**src/rtl/adapter_8_32_pkg.sv**
```systemverilog
// Shared types and constants for the SiTCP 8<->32 AXI4-Lite adapters.
package adapter_8_32_pkg;

    typedef enum logic [1:0] {
        IDLE = 2'd0,
        M_AR = 2'd1,
        M_R  = 2'd2,
        S_R  = 2'd3
    } state_t;

    localparam logic [1:0]  RESP_OKAY      = 2'b00;
    localparam logic [1:0]  RESP_SLVERR    = 2'b10;
    localparam logic [31:0] WORD_ADDR_MASK = 32'hFFFF_FFFC;

endpackage

```
**src/rtl/adapter_8_32_r.sv**
```systemverilog
// Byte-side AXI4-Lite read adapter: fetches the containing 32-bit word once and serves it from a buffer.
// Define ADAPTER_8_32_R_CACHE_EN to let lanes 1-3 of the last fetched word hit the buffer.
module adapter_8_32_r
    import adapter_8_32_pkg::*;
(
    input  logic        clk,
    input  logic        rst,
    input  logic [31:0] s_axi_araddr,
    input  logic [2:0]  s_axi_arprot,
    input  logic        s_axi_arvalid,
    output logic        s_axi_arready,
    output logic [31:0] s_axi_rdata,
    output logic [1:0]  s_axi_rresp,
    output logic        s_axi_rvalid,
    input  logic        s_axi_rready,
    output logic [31:0] m_axi_araddr,
    output logic [2:0]  m_axi_arprot,
    output logic        m_axi_arvalid,
    input  logic        m_axi_arready,
    input  logic [31:0] m_axi_rdata,
    input  logic [1:0]  m_axi_rresp,
    input  logic        m_axi_rvalid,
    output logic        m_axi_rready
);

    // Handshake rule on both sides: a beat transfers on the rising edge where
    // valid and ready are both high; valid, address and data hold until then.

    state_t      state;
    state_t      state_next;
    logic        arready_q;
    logic        ar_hs;
    logic        hit;
    logic [31:0] addr_q;
    logic [31:0] buf_data;
    logic [1:0]  buf_resp;

    logic unused_ok;
    assign unused_ok = &{1'b0, s_axi_arprot};

    assign ar_hs = s_axi_arvalid && arready_q;

`ifdef ADAPTER_8_32_R_CACHE_EN
    logic        buf_valid;
    logic [29:0] buf_tag;

    // Lane 0 never hits: it is the point where a multi-byte register is sampled.
    assign hit = buf_valid && (s_axi_araddr[31:2] == buf_tag) && (s_axi_araddr[1:0] != 2'b00);

    always_ff @(posedge clk or posedge rst) begin
        if (rst) begin
            buf_valid <= 1'b0;
            buf_tag   <= '0;
        end else if (state == M_R && m_axi_rvalid) begin
            buf_valid <= 1'b1;
            buf_tag   <= addr_q[31:2];
        end else if (state == S_R && s_axi_rready && buf_resp != RESP_OKAY) begin
            buf_valid <= 1'b0;
        end
    end
`else
    assign hit = 1'b0;
`endif

    always_ff @(posedge clk or posedge rst) begin
        if (rst) begin
            arready_q <= 1'b0;
            addr_q    <= '0;
            buf_data  <= '0;
            buf_resp  <= RESP_OKAY;
        end else begin
            arready_q <= (state == IDLE) && s_axi_arvalid && !arready_q;
            if (ar_hs) begin
                addr_q <= s_axi_araddr & WORD_ADDR_MASK;
            end
            if (state == M_R && m_axi_rvalid) begin
                buf_data <= m_axi_rdata;
                buf_resp <= m_axi_rresp;
            end
        end
    end

    always_ff @(posedge clk or posedge rst) begin
        if (rst) begin
            state <= IDLE;
        end else begin
            state <= state_next;
        end
    end

    always_comb begin
        state_next = state;
        case (state)
            IDLE:    if (ar_hs)         state_next = hit ? S_R : M_AR;
            M_AR:    if (m_axi_arready) state_next = M_R;
            M_R:     if (m_axi_rvalid)  state_next = S_R;
            S_R:     if (s_axi_rready)  state_next = IDLE;
            default:                    state_next = IDLE;
        endcase
    end

    always_comb begin
        s_axi_arready = arready_q;
        s_axi_rvalid  = (state == S_R);
        s_axi_rdata   = buf_data;
        s_axi_rresp   = buf_resp;
        m_axi_arvalid = (state == M_AR);
        m_axi_araddr  = addr_q;
        m_axi_arprot  = 3'b000;
        m_axi_rready  = (state == M_R);
    end

endmodule

```
**config.mk**
```make
export PLATFORM = sky130hd
export DESIGN_NAME = adapter_8_32_r
export DESIGN_NICKNAME = d
export VERILOG_FILES = /design/src/rtl/adapter_8_32_pkg.sv /design/src/rtl/adapter_8_32_r.sv
export SDC_FILE = /design/constraint.sdc
export NUM_CORES = 1
export LEC_CHECK = 0
export CAP_MARGIN = 15
export CORE_UTILIZATION = 25
export DETAILED_ROUTE_END_ITERATION = 10
export HOLD_SLACK_MARGIN = 0.03
export SLEW_MARGIN = 30
export SYNTH_ARGS = -nofsm -noshare
export SYNTH_HDL_FRONTEND = slang
export SYNTH_SLANG_ARGS = --single-unit
```
**constraint.sdc**
```tcl
create_clock -name clk -period 2.9 [get_ports clk]
set_clock_uncertainty 0.1 [all_clocks]
set_input_delay 0.87 -clock clk [delete_from_list [all_inputs] [get_ports clk]]
set_output_delay 0.87 -clock clk [all_outputs]
set_load 0.005 [all_outputs]
```
==> summary.txt, run 1 <==
Synth
  • Number of library cell types mapped by synthesis: 14
  • Count of state elements after synthesis: 67
  • Mapped cell area: roughly 2600 um^2
  • Syn Area/Cell: around 16 um^2
  • Synth async-reset ratio: 100%
  • Sequential area share after synthesis: between 60 and 70%
  • Post-synth EDFFs: 0
  • Area contributors post-synth: dfrtp_1, mux2_2, ha_1
  • Post-synth top area cell: dfrtp_1
  • Yosys warns: 0
  • Top FF cell, synth: dfrtp_1
  • Area share of the largest cell type after synthesis: a little under two thirds
  • Synth Instances: between 150 and 200

Timing
  • Worst hold slack: between 0.3 and 0.4 ns
  • Unrepaired setup endpoints after global routing: false
  • Slew @ Worst Pin: between 0.5 and 0.6 ns
  • FMAX: 383 MHz
  • Setup Total Neg Slack: 0 ns
  • Final Setup Violations: 0
  • Fin. Hold Viols: 0
  • Setup ws final: slightly below 0.3 ns
  • Final Max Tran Viols: 0
  • Period utilisation layout: 90.0%
  • Max_slew headroom: 62.4%
  • Final min period: around 2.6 ns

Setup path
  • Worst EP arrival: between 1.5 and 2 ns
  • FF-to-FF path depth: 5
  • Reg2reg start: state[0]
  • CP Class: reg -> out
  • FF-to-FF End: state[1]
  • Worst endpoint required time: a little under 2 ns
  • R2R setup slack: between 1 and 1.5 ns
  • Crit Path Max Fanout: 4
  • CP Launch Type: flip-flop
  • Crit end category: output port

Power
  • Leak: roughly 1.9 nW
  • Tot Pwr: 4.54 mW
  • Max VDD drop: roughly 0.41 mV
  • Power per standard cell area: approximately 1000 nW/um^2

CTS
  • Clock slew at reported path FFs: roughly 0.07 ns
  • # Post-CTS Setup Buffers: 0
  • Maximum clock path buffer count: 2
  • Cts hold-fix bufs: 0
  • CTS tree: done
  • H-Tree Depth: 3
  • CTS resizes: 0
  • CTS root buffer: clkbuf_8
  • CTS buffer count: 9
  • Worst-Skew Late Latency: 0.33 ns
  • Clock Sink Count: 67

Worst hold path
  • Hold_sp: s_axi_arready
  • Hold Path Cell Cnt: 1
  • Hold Crit Class: reg -> reg
  • Hold Path Sink: s_axi_arready

Floorplanning
  • Die height: about 100 um
  • Die width: between 100 and 150 um
  • FP Rows: 37
  • Core Box Area: roughly 10,000 um^2
  • DIE AREA: approximately 11,000 um^2
  • Num ports: between 100 and 150
  • Starting Density: about a quarter

Placed design
  • Detail Placement HPWL: 4.08 mm
  • Placer Congestion: 0.661
  • Placed cells: about 430
  • Placed cell area: ~4200 um^2
  • Pre-CTS setup slack: 0.461 ns
  • Port bufs: 137

Global routing
  • Vias in the first global route: ~1,900
  • Gr busiest metal: met2
  • Global-route wire length before repair: about 9.5 mm
  • Overall global routing resource usage: between 10% and 20%
  • Met1 GRT Util: between 10 and 15%
  • Grt total ovfl: 0
  • Met3 Use GR: under 10%
  • Largest net degree at the start of global routing: 35
  • Initial antenna violation count: 0
  • Met2 usage: between 10% and 20%

Run
  • Max-cap check violation count: 0

Detailed routing
  • Via/cell ratio: ~4.1
  • Drt wl/cell: roughly 13 um
  • Starting DRT DRC Count: 40
  • Final wirelength: 5.74 mm
  • Remaining DRCs: 0
  • Post-route ant nets: 0
  • Router iterations before antenna repair: 4
  • Via Count: 1,815

Cells and area
  • Final instance area: around 4400 um^2
  • Layout cell share with drive strength beyond 1: between 20% and 30%
  • Area grow syn2layout: 69.0%
  • Most common cell after layout, fill and taps aside: clkdlybuf4s50_1
  • Final core occ: a little over two fifths
  • Footprint of the multi-input gates: 891 um^2
  • Commonest cells after routing, fill and taps aside: clkdlybuf4s50_1, dfrtp_1, mux2_2, clkbuf_8
  • Fillers: a little under 1,000
  • # diodes: 0
  • Final std cells w/o fill: 448
  • Layout Nets: 387
  • FF/Latch Area: between 1500 and 2000 um^2

Outcome
  • Status: complete, no violations
==> area by class of cell <==
| cell class | count | area share [%] |
|---|---|---|
| multi-input combinational | 85 | 20.0 |
| clock buffer | 12 | 3.71 |
| clock inverter | 4 | 2.14 |
| tap | 136 | 3.83 |
| sequential | 67 | 37.7 |
| inverter | 3 | 0.253 |
| timing repair buffer | 141 | 32.3 |
==> power breakdown <==
part	total (mW)	switching, mW	internal, mW
Clock	1.00	0.360	0.641
Sequential	1.64	0.225	1.41
Combinational	1.91	0.543	1.37
Total	4.54	1.13	3.42
==> critical path: stages, from the launching register on <==
cell and delay, ns:
dfrtp_1 0.40, inv_1 0.13, ha_1 0.22, clkdlybuf4s50_1 0.55
==> layer usage <==
layer,wire length (um),share of wire [%]
met1,2570,45
met2,2550,44
met3,532,9.3
met4,88,1.5
met5,0,0
==> registers in the layout, indices dropped and copies added, names as in the netlist <==
name and cells:
m_axi_araddr 30, state 2, s_axi_rdata 32, s_axi_rresp 2, s_axi_arready 1
==> cells in the mapped netlist, types with 2 or more instances <==
master,instances
ha_1,5
buf_2,6
dfrtp_1,67
nor2_1,2
nor2b_1,3
inv_1,3
mux2_2,64
buf_4,5
nand2_1,2
==> how the worst max path moves through the flow <==
stage | end | depth (start not counted) | slack [ns] | from
final | m_axi_rready | 3 | 0.29 | state[0]
after global routing | m_axi_rready | 3 | 0.13 | state[0]
after CTS | m_axi_rready | 3 | 0.24 | state[0]
after detailed placement | state[1] | 4 | 0.46 | s_axi_arvalid
after global placement | state[1] | 4 | 0.48 | s_axi_arvalid
after floorplan | m_axi_araddr[10] | 1 | 0.25 | rst
==> cell families after synthesis <==
logic type | count (synthesis) | share of synthesized area, %
compound gates | 1 | 1.05
other cells | 1 | 0.143
simple gates | 8 | 1.52
flops | 67 | 63.7
mux | 66 | 28.2
fa+ha+maj | 5 | 2.38
buf+inv | 14 | 3.00
Power figures use the tool's default switching activity.
==> run 2: changes to the inputs <==
CORE_MARGIN = 5   (was unset)
CTS_CLUSTER_DIAMETER = 50   (was unset)
==> run 2 against run 1 <==
  * Total power shrank 6.0%
  * Maximum frequency is essentially flat
  * Worst setup slack lost 0.0021 ns
  * Die area up 16%
  * Core utilization down 1.0 points
  * Cell area decreased by 2.4%
  * Clock-buffer cell count up 1
  * Highest routed layer unchanged
  * Combinational power is essentially flat
==> summary.txt, run 2 (synthesis results as in run 1) <==
CTS
  • CTS resizes: 0
  • Worst-Skew Late Latency: 0.33 ns
  • Clock Sink Count: 67
  • CTS root buffer: clkbuf_8
  • H-Tree Depth: 3
  • Clock slew at reported path FFs: approximately 0.070 ns
  • CTS tree: done
  • CTS buffer count: 9
  • Maximum clock path buffer count: 2
  • # Post-CTS Setup Buffers: 0
  • Cts hold-fix bufs: 0

Cells and area
  • Commonest cells after routing, fill and taps aside: clkdlybuf4s50_1, dfrtp_1, mux2_2, clkbuf_8
  • Layout cell share with drive strength beyond 1: 27.3%
  • Max reg flops: 32
  • Fillers: ~1,000
  • Layout Nets: around 390
  • Area grow syn2layout: 65.0%
  • Most common cell after layout, fill and taps aside: clkdlybuf4s50_1
  • # diodes: 0

Floorplanning
  • Die width: 113 um
  • Core Box Area: slightly above 10,000 um^2
  • DIE AREA: between 10,000 and 15,000 um^2
  • Die height: 113 um
  • Num ports: between 100 and 150
  • Starting Density: between 20% and 30%
  • FP Rows: 37

Detailed routing
  • Remaining DRCs: 0
  • Via Count: ~1,800
  • Post-route ant nets: 0
  • Starting DRT DRC Count: 35
  • Drt wl/cell: about 14 um
  • Via/cell ratio: between 4 and 5
  • Final wirelength: approximately 6.4 mm
  • Router iterations before antenna repair: 4

Placed design
  • Detail Placement HPWL: ~4.7 mm
  • Pre-CTS setup slack: around 0.47 ns
  • Placer Congestion: roughly 0.66
  • Port bufs: between 100 and 150

Timing
  • FMAX: between 300 and 400 MHz
  • Fin. Hold Viols: 0
  • Period utilisation layout: between 90% and 100%
  • Final min period: approximately 2.6 ns
  • Final Setup Violations: 0
  • Unrepaired setup endpoints after global routing: false
  • Setup Total Neg Slack: 0 ns
  • Worst hold slack: 0.365 ns
  • Setup ws final: between 0.2 and 0.3 ns
  • Final Max Tran Viols: 0

Run
  • Max-cap check violation count: 0

Setup path
  • Crit end category: output port
  • CP Class: reg -> out
  • Worst endpoint required time: 1.93 ns
  • Crit Path Max Fanout: 4
  • Worst EP arrival: approximately 1.6 ns
  • CP Launch Type: flip-flop

Power
  • Max VDD drop: 0.362 mV
  • Leak: ~1.8 nW
  • Tot Pwr: 4.27 mW
  • Power per standard cell area: a little under 1000 nW/um^2

Worst hold path
  • Hold Crit Class: reg -> reg

Global routing
  • Overall global routing resource usage: a little over a tenth
  • Vias in the first global route: 2,070
  • Largest net degree at the start of global routing: 68
  • Grt total ovfl: 0
  • Initial antenna violation count: 0
  • Global-route wire length before repair: between 10 and 15 mm

Outcome
  • Status: complete, no violations
-- run 2: cell count changes in the layout (fill, tap and decap cells not counted), sizes merged --
cell | before | now
bufinv | 3 | 0
clkbuf | 12 | 13
clkinv | 1 | 2
-- run 2: final timing paths --
kind | to | slack [ns] | start | depth (start not counted)
worst max-delay path | m_axi_rready | 0.29 | state[0] | 3
worst min-delay path | s_axi_arready | 0.37 | s_axi_arready | 1
worst max register to register | state[1] | 1.05 | state[0] | 5
worst min register to register | s_axi_arready | 0.37 | s_axi_arready | 1
max in group asynchronous | s_axi_rdata[1] | 1.59 | rst | 3
min in group asynchronous | m_axi_araddr[24] | 0.83 | rst | 3
-- run 2: layout make-up --
type	count	area [um^2]	share of cell area, %
Sequential cell	67	1680	38.6
Timing Repair Buffer	141	1410	32.6
Multi-Input combinational cell	85	891	20.5
Tap cell	136	170	3.92
Clock buffer	13	169	3.89
Inverter	3	11.3	0.259
Clock inverter	2	10.0	0.231
-- run 2: worst max-delay path: stages (launching register included) --
cell	delay, ns
dfrtp_1	0.40
inv_1	0.13
ha_1	0.23
clkdlybuf4s50_1	0.55
-- run 2: per-layer routing --
metal | track usage, % | wire, um
met5 | 0 | 0
met1 | 12.5 | 2700
met2 | 16.5 | 3020
met3 | 5.50 | 639
met4 | 4.09 | 80
-- run 2: where the power goes --
group,switching [mW],internal [mW],leakage (nW)
Combinational,0.567,1.36,0.936
Clock,0.336,0.373,0.0953
Sequential,0.227,1.41,0.800
-- run 2: metrics by stage --
step,util [%],area [um^2],instances
6_report,42.2,4340,447
5_1_grt,42.2,4340,447
4_1_cts,42.2,4340,447
3_5_place_dp,40.5,4160,432
3_3_place_gp,40.5,4160,432
2_1_floorplan,-,2650,166
